File: src/rtl/player_hit_pkg.sv
// player_hit_pkg: state encoding and default hitbox geometry for the player hit judge.
package player_hit_pkg;
  typedef enum logic [1:0] {ALIVE, IFRAME, BOOM, DEAD} state_t;
  localparam int DEF_Y_OFF = 480;
  localparam int DEF_HB_L = 10;
  localparam int DEF_HB_R = 50;
  localparam int DEF_HB_U = 50;
  localparam int DEF_HB_D = 40;
endpackage

File: src/rtl/hitbox_cmp.sv
// hitbox_cmp: one-channel overlap test of a bullet against the player hitbox, lower bounds clamped at 0.
module hitbox_cmp #(
  parameter int COORD_W = 10,
  parameter int HB_L = 10,
  parameter int HB_R = 50,
  parameter int HB_U = 50,
  parameter int HB_D = 40
) (
  input  logic [COORD_W:0]   px,
  input  logic [COORD_W:0]   py,
  input  logic [COORD_W-1:0] bx,
  input  logic [COORD_W-1:0] by,
  output logic               ovl
);
  localparam int W = COORD_W + 1;
  logic [W-1:0] l, r, u, d, x, y;
  always_comb begin
    x = {1'b0, bx};
    y = {1'b0, by};
    l = px >= W'(HB_L) ? px - W'(HB_L) : '0;
    u = py >= W'(HB_U) ? py - W'(HB_U) : '0;
    r = px + W'(HB_R);
    d = py + W'(HB_D);
    ovl = x >= l && x < r && y >= u && y < d;
  end
endmodule

File: src/rtl/player_hit_judge.sv
// player_hit_judge: parallel bullet/player collision, bullet kills, health, invulnerability and death sequencing.
module player_hit_judge import player_hit_pkg::*; #(
  parameter int NUM_BULLETS = 4,
  parameter int COORD_W = 10,
  parameter int HEALTH_W = 4,
  parameter int INIT_HEALTH = 3,
  parameter int Y_OFF = DEF_Y_OFF,
  parameter int HB_L = DEF_HB_L,
  parameter int HB_R = DEF_HB_R,
  parameter int HB_U = DEF_HB_U,
  parameter int HB_D = DEF_HB_D,
  parameter int IFRAME_TICKS = 60,
  parameter int BOOM_TICKS = 30
) (
  input  logic                           clk,
  input  logic                           rst,
  input  logic                           tick,
  input  logic [COORD_W-1:0]             p_x,
  input  logic [COORD_W-1:0]             p_y,
  input  logic [NUM_BULLETS*COORD_W-1:0] eb_x,
  input  logic [NUM_BULLETS*COORD_W-1:0] eb_y,
  input  logic [NUM_BULLETS-1:0]         eb_en,
  input  logic                           my_en,
  input  logic                           revive,
  output logic [NUM_BULLETS-1:0]         eb_kill,
  output logic                           hit,
  output logic [HEALTH_W-1:0]            health,
  output logic                           invincible,
  output logic                           boom,
  output logic                           dead
);
  localparam int W = COORD_W + 1;
  localparam int TMAX = IFRAME_TICKS > BOOM_TICKS ? IFRAME_TICKS : BOOM_TICKS;
  localparam int TW = $clog2(TMAX + 1);
  state_t state;
  logic [W-1:0] px_r, py_r;
  logic [TW-1:0] timer;
  logic [NUM_BULLETS-1:0] ov, ovl;
  logic active;
  always_ff @(posedge clk or posedge rst)
    if (rst) begin
      px_r <= '0;
      py_r <= '0;
    end else begin
      px_r <= {1'b0, p_x};
      py_r <= {1'b0, p_y} + W'(Y_OFF);
    end
  for (genvar i = 0; i < NUM_BULLETS; i++) begin : g_cmp
    hitbox_cmp #(
      .COORD_W(COORD_W), .HB_L(HB_L), .HB_R(HB_R), .HB_U(HB_U), .HB_D(HB_D)
    ) u_cmp (
      .px(px_r), .py(py_r),
      .bx(eb_x[i*COORD_W +: COORD_W]), .by(eb_y[i*COORD_W +: COORD_W]),
      .ovl(ov[i])
    );
  end
  assign active = my_en && (state == ALIVE || state == IFRAME);
  assign ovl = eb_en & ov & {NUM_BULLETS{active}};
  always_ff @(posedge clk or posedge rst)
    if (rst) begin
      state <= ALIVE;
      health <= HEALTH_W'(INIT_HEALTH);
      timer <= '0;
      eb_kill <= '0;
      hit <= 1'b0;
      invincible <= 1'b0;
      boom <= 1'b0;
      dead <= 1'b0;
    end else begin
      eb_kill <= ovl;
      hit <= 1'b0;
      case (state)
        ALIVE:
          if (|ovl) begin
            hit <= 1'b1;
            if (health > HEALTH_W'(1)) begin
              health <= health - HEALTH_W'(1);
              timer <= TW'(IFRAME_TICKS);
              state <= IFRAME;
              invincible <= 1'b1;
            end else begin
              health <= '0;
              timer <= TW'(BOOM_TICKS);
              state <= BOOM;
              boom <= 1'b1;
            end
          end
        IFRAME:
          if (tick) begin
            timer <= timer - TW'(1);
            if (timer == TW'(1)) begin
              state <= ALIVE;
              invincible <= 1'b0;
            end
          end
        BOOM:
          if (tick) begin
            timer <= timer - TW'(1);
            if (timer == TW'(1)) begin
              state <= DEAD;
              boom <= 1'b0;
              dead <= 1'b1;
            end
          end
        DEAD:
          if (revive) begin
            health <= HEALTH_W'(INIT_HEALTH);
            state <= ALIVE;
            dead <= 1'b0;
          end
      endcase
    end
endmodule

File: config.mk
export PLATFORM = sky130hd
export DESIGN_NAME = player_hit_judge
export DESIGN_NICKNAME = d
export VERILOG_FILES = /design/src/rtl/player_hit_pkg.sv /design/src/rtl/hitbox_cmp.sv /design/src/rtl/player_hit_judge.sv
export SDC_FILE = /design/constraint.sdc
export NUM_CORES = 1
export LEC_CHECK = 0
export BUFFER_PORTS_ARGS = -buffer_cell sky130_fd_sc_hd__buf_2
export CAP_MARGIN = 20
export CORE_MARGIN = 3
export CORE_UTILIZATION = 50
export CTS_CLUSTER_DIAMETER = 80
export DETAILED_ROUTE_END_ITERATION = 16
export PLACE_DENSITY = 0.75
export SLEW_MARGIN = 15
export SYNTH_ARGS = -nofsm -noshare
export SYNTH_HDL_FRONTEND = slang
export SYNTH_SLANG_ARGS = --single-unit
File: constraint.sdc
create_clock -name clk -period 5.27 [get_ports clk]
set_input_delay 0.2635 -clock clk [delete_from_list [all_inputs] [get_ports clk]]
set_output_delay 0.2635 -clock clk [all_outputs]
set_load 0.1 [all_outputs]
==> results of run 1 <==
==> area by class of cell <==
class | count | share of cell area (%)
clock buffers | 8 | 2.07
flip-flops and latches | 41 | 15.6
multi-input cells | 554 | 68.4
repair buffers | 121 | 9.23
inverters | 36 | 2.05
well taps | 140 | 2.66
==> sequential cells by signal (all words and copies together) (netlist names) <==
register,count
py_r,11
px_r,10
timer,6
eb_kill,4
health,4
state,2
boom,1
dead,1
hit,1
invincible,1
==> layer usage <==
layer  share of wire (%)  routed length [um]  global-route usage [%]  vias to the layer above
met1                  46                7010                    31.5                     2518
met3                 5.7                 864                    2.46                       32
met5                   0                   0                       0                        -
li1                    -                   -                       -                     2670
met2                  46                6990                    39.2                      153
met4                 2.4                 363                    7.77                        0
==> critical path, cell delays in order, from the launching register on <==
cell and delay [ps]:
sky130_fd_sc_hd__dfrtp_2 500, sky130_fd_sc_hd__inv_1 70, sky130_fd_sc_hd__ha_1 190, sky130_fd_sc_hd__nor2b_1 140
sky130_fd_sc_hd__o21ai_1 260, sky130_fd_sc_hd__nand3b_1 170, sky130_fd_sc_hd__or4_1 600, sky130_fd_sc_hd__nand2_1 270
sky130_fd_sc_hd__ha_1 200, sky130_fd_sc_hd__or3_1 120, sky130_fd_sc_hd__o311ai_0 100, sky130_fd_sc_hd__or3_1 370
sky130_fd_sc_hd__a2111oi_0 430, sky130_fd_sc_hd__o211ai_1 240, sky130_fd_sc_hd__and4_4 310, sky130_fd_sc_hd__a2111oi_0 540
sky130_fd_sc_hd__a211oi_1 100
==> metrics by stage <==
step / utilization (%) / std cells / instance area, sq um
floorplan: - / 645 / 5750
global placement: 58.5 / 892 / 6450
detailed placement: 58.5 / 892 / 6450
CTS: 59.7 / 900 / 6590
global route: 59.8 / 900 / 6590
finish: 59.8 / 900 / 6590
==> cells by family (layout without fill, tap and decap cells) <==
kind of cell,count (synthesis),in the layout,share of synthesized area [%]
compound gates,182,182,21.4
simple gates,174,174,15.8
fa+ha+maj,166,166,36.1
buf+inv,50,165,3.70
flops,41,41,17.9
xor+xnor,27,27,4.11
mux,5,5,0.892
==> worst max-delay path by stage <==
stage	endpoint	slack, ps	depth (start not counted)
floorplan	health[3]	1020	20
global placement	state[0]	570	17
detailed placement	timer[4]	300	16
CTS	timer[4]	290	16
global route	state[1]	70	17
finish	timer[4]	510	16
==> repair_timing <==
item / 4_1_cts / 5_1_grt
setup endpoints to repair: 0 / 13
endpoints found under the hold margin: 0 / 0
resized for setup: 0 / 2
==> cell usage in the layout (no fill, tap or decap), types with 10 or more instances in the layout <==
master and instances:
sky130_fd_sc_hd__nor2_1 24, sky130_fd_sc_hd__ha_1 166, sky130_fd_sc_hd__buf_2 120, sky130_fd_sc_hd__nand3_1 21
sky130_fd_sc_hd__o21ai_0 40, sky130_fd_sc_hd__a211oi_1 10, sky130_fd_sc_hd__a2111oi_0 10, sky130_fd_sc_hd__a21oi_1 38
sky130_fd_sc_hd__nand2_1 51, sky130_fd_sc_hd__inv_1 36, sky130_fd_sc_hd__nor2b_1 14, sky130_fd_sc_hd__a21o_1 15
sky130_fd_sc_hd__xor2_1 14, sky130_fd_sc_hd__dfrtp_1 38, sky130_fd_sc_hd__o21a_1 11, sky130_fd_sc_hd__xnor2_1 13
sky130_fd_sc_hd__nand2b_1 13
==> power groups by stage <==
stage,clock network [W],logic (W),registers (W)
floorplan,0,0.000601,0.000484
global placement,0,0.000856,0.000420
detailed placement,0,0.000902,0.000422
CTS,0.000290,0.000906,0.000418
global route,0.000305,0.00102,0.000427
finish,0.000285,0.000911,0.000420
==> Yosys cell counts (3+ instances only) <==
cell / n
sky130_fd_sc_hd__a2111oi_0: 10
sky130_fd_sc_hd__a211o_1: 4
sky130_fd_sc_hd__a211oi_1: 10
sky130_fd_sc_hd__a21o_1: 15
sky130_fd_sc_hd__a21oi_1: 38
sky130_fd_sc_hd__a31oi_1: 7
sky130_fd_sc_hd__and2_1: 3
sky130_fd_sc_hd__and3_1: 5
sky130_fd_sc_hd__buf_2: 3
sky130_fd_sc_hd__clkbuf_1: 6
sky130_fd_sc_hd__dfrtp_1: 39
sky130_fd_sc_hd__ha_1: 166
sky130_fd_sc_hd__inv_1: 36
sky130_fd_sc_hd__mux2i_1: 4
sky130_fd_sc_hd__nand2_1: 51
sky130_fd_sc_hd__nand2b_1: 13
sky130_fd_sc_hd__nand3_1: 21
sky130_fd_sc_hd__nand4_1: 6
sky130_fd_sc_hd__nor2_1: 24
sky130_fd_sc_hd__nor2b_1: 14
sky130_fd_sc_hd__nor3_1: 9
sky130_fd_sc_hd__nor3b_1: 4
sky130_fd_sc_hd__nor4_1: 3
sky130_fd_sc_hd__o2111ai_1: 7
sky130_fd_sc_hd__o211ai_1: 8
sky130_fd_sc_hd__o21a_1: 11
sky130_fd_sc_hd__o21ai_0: 41
sky130_fd_sc_hd__o21ai_1: 3
sky130_fd_sc_hd__o22ai_1: 5
sky130_fd_sc_hd__or3_1: 5
sky130_fd_sc_hd__xnor2_1: 13
sky130_fd_sc_hd__xor2_1: 14
==> results.md, run 1 <==
• number of buffers inserted by post-CTS setup repair: 0
• buffers added on ports: 120
• DRC violations left: 0
• total routing usage reported by global routing: 23.4%
• global-route congestion overflow total: 0
• total area of multi-input combinational cells: 4510 sq um
• startpoint type of the worst setup path: flop
• origin of the worst min-delay path: p_x[0]
• final total negative setup slack: 0 ps
• # clock sinks: 41
• Boundary Pins: 121
• clk buf depth: 2
• placed wire-length estimate after detailed placement: 13100 um
• Synthesized Nets: 920
• floorplan die height: 113 um
• synthesis-to-finish area growth: 14.7%
• die width: 113 um
• number of cells produced by synthesis: 645
• root buffer cell: sky130_fd_sc_hd__clkbuf_16
• clock transition at the registers of the reported paths: 60 ps
• count of hold buffers inserted by post-cts repair: 0
• final worst path period need: 4760 ps
• endpoints failing setup: 0
• category of the most critical setup path: reg2reg
• Crit path required time: 5410 ps
• clk_skew: 5.21 ps
• total number of placement rows: 38
• first-pass iteration count of the detailed router: 7
• Reg2Reg Capture Point: timer[4]
• per-cell routed wire length: 16.9 um
• ranking of synthesized cells by area: sky130_fd_sc_hd__ha_1 (36%), sky130_fd_sc_hd__dfrtp_1 (17%), sky130_fd_sc_hd__o21ai_0 (3.6%)
• RSZ-0062 raised after global routing: false
• worst hold-check path type: in2reg
• placer congestion estimate: 0.962
• number of nets with antenna violations after routing: 0
• Sw Pwr: 0.000711 W
• Crit. Startpoint: py_r[3]
• highest clock frequency the design can meet: 210 MHz
• largest vdd supply drop: 0.292 mV
• count of different cell masters after synthesis: 68
• mean cell area of the mapped netlist: 8.91 sq um
• Total Power: 0.00162 W
• post-synthesis async set-or-reset flop share: 100%
• number of CTS-inserted buffers: 5
• Post-Synthesis Cell Area: 5750 sq um
• worst-case hold path end point: px_r[0]
• worst reg2reg setup slack: 510 ps
• part of the total power dissipated in sequential elements: 26.0%
• via density per instance: 5.97
• critical-path maximum fanout: 18
• net count reported at finish: 1034
• area share of the largest cell type after synthesis: 36.1%
• largest net degree at the start of global routing: 42
• CTS H-tree depth: 2
• launching point of the worst reg2reg path: py_r[3]
• core footprint: 11000 sq um
• worst-case reg-to-reg path depth: 16
• PnR worst setup slack: 510 ps
• part of the power in combinational logic: 56.4%
• largest area contributor in the netlist: sky130_fd_sc_hd__ha_1
• flops & latches, synth: 41
• post-placement setup slack: 302 ps
• First DRT Iteration DRCs: 340
• final hold slack: 91.4 ps
• fraction of the yosys area taken by sequential cells: 17.9%
• max-capacitance violation count: 0
• clock tree from TritonCTS: yes
• diodes inserted: 0
• Final Cycle Share: 90.3%
• kind of end point of the critical path: flop
• Leak Pwr: 3.37 nW
• area taken by flip-flops and latches: 1030 sq um
• via count of the routed design: 5373
• count of flip-flops with a built-in enable after synthesis: 0
• tightest slew margin relative to the limit: 46.8%
• layout filler cell count: 973
• cell area power density: 245 nW/um^2
• total internal power: 0.000904 W
• global-route wire length before repair: 25000 um
• Least-Margin Pin Slew: 798 ps
• DIE AREA: 12800 sq um
• most instantiated flip-flop cell in the synthesis netlist: sky130_fd_sc_hd__dfrtp_1
• Critical Path AT: 4900 ps
• clock group share of total power: 17.6%
• run status: finished, final reports clean
• depth of the worst hold-timing path: 1
• total count of hold-check failures in the final report: 0
• Starting Density: 52.1%
• initial antenna violation count: 0
• count of pins over their slew limit: 0
• Final Routed Wirelength: 15200 um
• Yosys Warn Count: 0
• net switching share of the total power: 44.0%
• fraction of layout instances using a drive strength above 1: 18.6%
• vias in the first global route: 5532
• clk_lat worst skew: 280 ps
Note: power is estimated with default switching activity, not from simulation.
==> inputs of run 2 (changes only) <==
ABC_AREA = 1   (was unset)
PLACE_DENSITY = 0.74   (was 0.75)
==> run 2 against run 1 <==
Against the previous run:
- clock skew rose by 1.3 ps
- worst hold slack worse by 8.9 ps
- routed wire length increased by 6.0%
- first-iteration DRC count decreased by 2.4%
- sequential power rose by 9.8%
- maximum frequency grew 25%
- total power is 25% higher
- critical path type unchanged
- highest routed layer unchanged
==> results.md, run 2 <==
• net switching share of the total power: 49.5%, +5.5 points
• fraction of the yosys area taken by sequential cells: 16.3%, -1.6 points
• startpoint type of the worst setup path: flop
• simple-gate share of the synthesized area: 31.1%, +15 points
• count of pins over their slew limit: 0, unchanged
• CTS H-tree depth: 2, unchanged
• category of the most critical setup path: reg2reg
• clock transition at the registers of the reported paths: 60 ps, about the same
• clock tree from TritonCTS: yes
• buffers added on ports: 120, unchanged
• number of cells produced by synthesis: 890, +38%
• final core occ: 59.8%, about the same
• tightest slew margin relative to the limit: 45.8%, -1.0 points
• largest vdd supply drop: 0.234 mV, -20%
• total count of hold-check failures in the final report: 0, unchanged
• initial antenna violation count: 0, unchanged
• floorplan die height: 118 um, +4.6%
• area taken by flip-flops and latches: 1030 sq um, -0.12%
• share of synthesized area spent on multiplexers: 0%, -0.89 points
• fraction of layout instances using a drive strength above 1: 17.2%, -1.3 points
• first-pass iteration count of the detailed router: 5, -2
• count of different cell masters after synthesis: 33, -51%
• most instantiated cells after synthesis: sky130_fd_sc_hd__nand2_1 (243), sky130_fd_sc_hd__ha_1 (166), sky130_fd_sc_hd__inv_1 (114)
• number of nets with antenna violations after routing: 0, unchanged
• largest net degree at the start of global routing: 42, unchanged
• most common cell after layout, fill and taps aside: sky130_fd_sc_hd__nand2_1
• part of the total power dissipated in sequential elements: 22.9%, -3.1 points
• Final Cycle Share: 72.2%, -18 points
• dominant combinational cell family by area after synthesis: adder cells
• placed wire-length estimate after detailed placement: 14100 um, +7.3%
• global-route wire length before repair: 27100 um, +8.6%
• run status: finished, final reports clean
• number of buffer and inverter stages on the critical path: 1, unchanged
• Final Routed Wirelength: 16100 um, +6.0%
• Max stage delay cell, worst path: sky130_fd_sc_hd__dfrtp_1
• flops & latches, synth: 41, unchanged
• critical-path maximum fanout: 11, -7
• global-route congestion overflow total: 0, unchanged
• area share of the largest cell type after synthesis: 32.9%, -3.2 points
• net count reported at finish: 1289, +25%
• Design Area, Final: 7270 sq um, +10%
• die width: 118 um, +4.6%
• part of the power in combinational logic: 60.0%, +3.6 points
• post-synthesis async set-or-reset flop share: 100%, unchanged
• ranking of synthesized cells by area: sky130_fd_sc_hd__ha_1 (33%), sky130_fd_sc_hd__dfrtp_1 (15%), sky130_fd_sc_hd__nand2_1 (14%)
• via density per instance: 5.12, -14%
• highest clock frequency the design can meet: 263 MHz, +25%
• CP delay by family, top: simple AND/OR/NAND/NOR gates
• Placement Cell Area: 7100 sq um, +10%
• fraction of the mapped netlist area in compound gates: 9.79%, -12 points
• cell area power density: 277 nW/um^2, +13%
• Least-Margin Pin Slew: 804 ps, +6.55 ps
• total internal power: 0.00102 W, +13%
• core footprint: 12200 sq um, +10%
• Total Power: 0.00202 W, +25%
• total number of placement rows: 40, +5.3%
• clk_lat worst skew: 280 ps, about the same
• cell chain of the critical path: inv_1 > ha_1 > nand2_1 > nand2_1 > a21oi_1 > nand3_1 > nand3_1 > ha_1 > a21oi_1 > nor2_1 > nor2_1 > nand2_1 > nand2_1 > nand3_1 > nand2_1 > nand2_1 > nand2_1 > nor2_2 > nor2_2 > nand3_4 > nand2_2 > nand2_1 > o21ai_1
• total routing usage reported by global routing: 23.2%, -0.18 points
• Leak Pwr: 4.19 nW, +24%
• count of flip-flops with a built-in enable after synthesis: 0, unchanged
• synthesis-to-finish area growth: 15.2%
• root buffer cell: sky130_fd_sc_hd__clkbuf_16
• per-cell routed wire length: 13.6 um, -19%
• layout filler cell count: 1155, +19%
• kind of end point of the critical path: flop
• cell with the most instances after synthesis: sky130_fd_sc_hd__nand2_1
• DRC violations left: 0, unchanged
• endpoints failing setup: 0, unchanged
• biggest regs: py_r: 11 flops, px_r: 10 flops, timer: 6 flops
• final worst path period need: 3800 ps, -956 ps
• Yosys Warn Count: 0, unchanged
• clk buf depth: 2, unchanged
• Critical Path AT: 4010 ps, -890 ps
• number of CTS-inserted buffers: 5, unchanged
• count of hold buffers inserted by post-cts repair: 0, unchanged
• stage delay of the slowest cell on the critical path: 570 ps, -30 ps
• Boundary Pins: 121, unchanged
• Starting Density: 51.9%, -0.19 points
• most instantiated flip-flop cell in the synthesis netlist: sky130_fd_sc_hd__dfrtp_1
• XOR/XNOR Fraction of Synth Area: 2.50%, -1.6 points
• number of buffers inserted by post-CTS setup repair: 0, unchanged
• diodes inserted: 0, unchanged
• Post-Synthesis Cell Area: 6310 sq um, +9.9%
• Sw Pwr: 0.000999 W, +40%
• vias in the first global route: 5742, +3.8%
• Largest register FFs: 11, unchanged
• number of cells upsized or downsized after cts: 0, unchanged
• Synthesized Nets: 1165, +27%
• most frequent cell on the critical path: sky130_fd_sc_hd__nand2_1
• RSZ-0062 raised after global routing: false
• leading cell types in the layout, fill and taps excluded: sky130_fd_sc_hd__nand2_1 (243), sky130_fd_sc_hd__ha_1 (166), sky130_fd_sc_hd__buf_2 (120)
• First DRT Iteration DRCs: 332, -2.4%
• total area of multi-input combinational cells: 4820 sq um, +6.9%
• clock group share of total power: 17.1%, -0.5 points
• worst hold-check path type: in2reg
• adder-cell area share of the yosys netlist: 32.9%, -3.2 points
• mean cell area of the mapped netlist: 7.10 sq um, -20%
• final total negative setup slack: 0 ps, unchanged
• placer congestion estimate: 0.916, -4.8%
• final hold slack: 82.5 ps, -8.87 ps
• clk_skew: 6.55 ps, +1.34 ps
• largest area contributor in the netlist: sky130_fd_sc_hd__ha_1
• DIE AREA: 14000 sq um, +9.3%
• via count of the routed design: 6062, +13%
• top register by number of flip-flops: py_r
• Crit path required time: 5470 ps, +60 ps
• # clock sinks: 41, unchanged
• max-capacitance violation count: 0, unchanged
==> run 2: cell count changes in the layout (fill, tap and decap cells not counted), moves of 19 or more <==
cell / before / now
sky130_fd_sc_hd__nand2_1: 51 / 243
sky130_fd_sc_hd__nand3_1: 21 / 54
sky130_fd_sc_hd__nor2_1: 24 / 67
sky130_fd_sc_hd__o21ai_0: 40 / 15
sky130_fd_sc_hd__nand4_1: 6 / 27
sky130_fd_sc_hd__a21oi_1: 38 / 57
sky130_fd_sc_hd__inv_1: 36 / 113
==> run 2: per-stage QoR <==
stage | instances | worst slack, ps
after floorplan | 890 | 2270
after global placement | 1175 | 1530
after detailed placement | 1175 | 1500
after CTS | 1183 | 1470
after global routing | 1183 | 986
final | 1183 | 1470
==> run 2: path summary, 6_finish.rpt <==
check / start / endpoint / slack (ps) / depth (start not counted)
setup / recovery: py_r[3] / health[2] / 1470 / 23
hold / removal: p_x[3] / px_r[3] / 80 / 1
setup reg to reg: py_r[3] / health[2] / 1470 / 23
hold reg to reg: boom / boom / 490 / 2
max in group asynchronous: rst / health[1] / 4820 / 3
min in group asynchronous: rst / timer[0] / 90 / 3
==> run 2: power groups by stage <==
stage	Sequential [W]	Combinational (W)	Clock, W
floorplan	0.000643	0.000761	0
global placement	0.000467	0.00118	0
CTS	0.000462	0.00122	0.000353
detailed placement	0.000466	0.00121	0
global route	0.000472	0.00138	0.000368
finish	0.000461	0.00121	0.000346
==> run 2: logic make-up after synthesis <==
kind of cell | count (synthesis)
AND/OR/NAND/NOR | 436
adder cells (fa/ha/maj) | 166
buffers and inverters | 121
AO/OA/AOI/OAI | 108
flip-flops | 41
XOR/XNOR | 18
==> run 2: area by class of cell <==
| type | count | share of cell area [%] |
|---|---|---|
| Tap cell | 168 | 2.89 |
| Timing Repair Buffer | 121 | 8.36 |
| Clock inverter | 3 | 0.637 |
| Inverter | 117 | 6.04 |
| Clock buffer | 5 | 1.72 |
| Multi-Input combinational cell | 728 | 66.2 |
| Sequential cell | 41 | 14.1 |
==> run 2: routing by layer <==
metal,up-vias,track usage (%),part of all wire [%]
li1,3218,-,-
met1,2684,32.8,48
met2,143,39.4,45
met3,17,2.20,5.3
met4,0,3.48,1.1
met5,-,0,0
==> inputs of run 3 (changes only) <==
ABC_AREA = 0   (was 1)
PLACE_DENSITY = 0.75   (was 0.74)
clock period = 3.6 ns   (was 5.27 ns; I/O delays follow)
==> run 3 against run 2 <==
Against the previous run:
- the flow now finishes with violations (setup timing)
- register-to-register slack worse by 1800 ps
- non-clock buffer count up 111
- design area grew 10%
- maximum frequency is 4.0% lower
- largest cell class unchanged
- highest routed layer unchanged
- clock power increased by 67%
- first-iteration DRC count fell by 11%
- routed wire length grew 14%
- sequential cell count unchanged
- die area fell by 8.5%
==> results.md, run 3 (synthesis results as in run 1) <==
• run status: complete, but fails checks
• violations in the final reports: setup timing
• via density per instance: 5.96, +16%
• placer congestion estimate: 0.901, -1.7%
• per-cell routed wire length: 18.2 um, +33%
• First DRT Iteration DRCs: 297, -11%
• PnR worst setup slack: -361 ps, -1830 ps
• final total negative setup slack: -4330 ps, -4330 ps
• launching point of the worst reg2reg path: py_r[3]
• worst-case reg-to-reg path depth: 18, -22%
• number of buffer and inverter stages on the critical path: 2, +1
• Starting Density: 52.1%, +0.19 points
• final worst path period need: 3960 ps, +157 ps
• placed wire-length estimate after detailed placement: 15200 um, +7.6%
• number of CTS-inserted buffers: 5, unchanged
• Crit. Startpoint: py_r[3]
• CP delay by family, top: simple AND/OR/NAND/NOR gates
• clk buf depth: 2, unchanged
• layout filler cell count: 820, -29%
• tightest slew margin relative to the limit: 21.0%, -25 points
• Largest register FFs: 11, unchanged
• Boundary Pins: 121, unchanged
• worst reg2reg setup slack: -360 ps, -1830 ps
• most common cell after layout, fill and taps aside: sky130_fd_sc_hd__ha_1
• count of pins over their slew limit: 0, unchanged
• diodes inserted: 0, unchanged
• startpoint type of the worst setup path: flop
• Reg2Reg Capture Point: state[1]
• worst hold-check path type: in2reg
• stage delay of the slowest cell on the critical path: 530 ps, -40 ps
• crit path capture: state[1]
• number of nets with antenna violations after routing: 0, unchanged
• Leak Pwr: 4.01 nW, -4.3%
• root buffer cell: sky130_fd_sc_hd__clkbuf_16
• biggest regs: py_r: 11 flops, px_r: 10 flops, timer: 6 flops
• net count reported at finish: 1146, -11%
• largest vdd supply drop: 0.514 mV, +120%
• buffers added on ports: 120, unchanged
• Stages on worst setup path: 18, -22%
• RSZ-0062 raised after global routing: true
• total area of multi-input combinational cells: 4960 sq um, +3.0%
• clock transition at the registers of the reported paths: 60 ps, about the same
• Final Routed Wirelength: 18400 um, +14%
• synthesis-to-finish area growth: 39.1%
• Final Cycle Share: 110%, +38 points
• final hold slack: 1.97 ps, -80.5 ps
• clk_skew: 5.79 ps, -0.762 ps
• total count of hold-check failures in the final report: 0, unchanged
• max-capacitance violation count: 0, unchanged
• DIE AREA: 12800 sq um, -8.5%
• initial antenna violation count: 0, unchanged
• floorplan die height: 113 um, -4.4%
• Least-Margin Pin Slew: 1170 ps, +368 ps
• Crit path required time: 3770 ps, -1700 ps
• leading cell types in the layout, fill and taps excluded: sky130_fd_sc_hd__ha_1 (156), sky130_fd_sc_hd__buf_2 (120), sky130_fd_sc_hd__buf_4 (100)
• final core occ: 72.5%, +13 points
• first-pass iteration count of the detailed router: 5, unchanged
• cell chain of the critical path: inv_2 > ha_4 > nor2b_4 > o21ai_2 > nand3b_1 > or4_4 > buf_6 > and2_4 > ha_4 > nand2b_4 > a31oi_4 > o21ai_2 > a2111oi_4 > nor4_2 > o2111ai_2 > and4_4 > and2b_2 > a221o_1
• critical-path maximum fanout: 5, -6
• Design Area, Final: 8000 sq um, +10%
• global-route congestion overflow total: 0, unchanged
• Critical Path AT: 4130 ps, +120 ps
• kind of end point of the critical path: flop
• clk_lat worst skew: 280 ps, about the same
• area taken by flip-flops and latches: 1030 sq um, +0.24%
• total routing usage reported by global routing: 27.8%, +4.6 points
• via count of the routed design: 6032, -0.49%
• CTS H-tree depth: 2, unchanged
• category of the most critical setup path: reg2reg
• vias in the first global route: 6059, +5.5%
• highest clock frequency the design can meet: 252 MHz, -4.0%
• core footprint: 11000 sq um, -9.3%
• fraction of layout instances using a drive strength above 1: 35.9%, +19 points
• global-route wire length before repair: 28900 um, +6.6%
• Placement Cell Area: 7300 sq um, +2.8%
• die width: 113 um, -4.4%
• clock tree from TritonCTS: yes
• endpoints failing setup: 15, +15
• post-placement setup slack: -531 ps, -2030 ps
• total number of placement rows: 38, -5.0%
• top register by number of flip-flops: py_r
• Max stage delay cell, worst path: sky130_fd_sc_hd__or4_4
• largest net degree at the start of global routing: 29, -31%
• # clock sinks: 41, unchanged
• cell area power density: 359 nW/um^2, +29%
• DRC violations left: 0, unchanged
-- run 3: worst min path at each step --
stage / from / end / slack [ps] / cells after the start
finish: p_y[1] / py_r[1] / 2 / 1
global route: p_x[2] / px_r[2] / 3 / 1
CTS: p_x[2] / px_r[2] / 0.6 / 1
detailed placement: p_x[3] / px_r[3] / 290 / 1
global placement: p_x[0] / px_r[0] / 290 / 1
floorplan: p_x[0] / px_r[0] / 210 / 0
-- run 3: worst reg2reg max path: cells and delay by family (launching register included) --
kind | cells | cell delay, ps
simple gates | 8 | 1770
compound gates | 6 | 1120
flops | 1 | 390
fa+ha+maj | 2 | 360
buf+inv | 2 | 200
-- run 3: report_power, final --
group | leakage [nW] | switching [W] | total [W] | internal (W)
Combinational | 3.44 | 0.000966 | 0.00169 | 0.000728
Clock | 0.0938 | 0.000181 | 0.000577 | 0.000396
Sequential | 0.468 | 0.0000723 | 0.000602 | 0.000530
-- run 3: metrics by stage --
step | total power [W] | instances
after floorplan | 0.00161 | 645
after global placement | 0.00203 | 991
after detailed placement | 0.00212 | 991
after CTS | 0.00278 | 1008
after global routing | 0.00306 | 1012
final | 0.00287 | 1012
-- run 3: area by class of cell --
class	count	area share (%)
clock buffers	5	1.56
well taps	140	2.19
flip-flops and latches	41	12.9
clock inverters	3	0.814
repair buffers	232	18.8
multi-input cells	555	62.0
inverters	36	1.69
-- run 3: repair_timing --
action                     CTS  global route
cloned                       1             0
pin swaps                   23            18
hold buffers                 4             2
setup buffers                4             2
gates resized for setup     39            33
hold endpoints to repair     4             8
setup endpoints to repair   15            17
-- run 3: routing by layer --
metal	track usage [%]	vias up	share of wire [%]
met5	0	-	0
met1	36.6	2867	43
met2	47.9	224	49
met4	6.73	0	2.1
li1	-	2896	-
met3	4.12	45	6.3
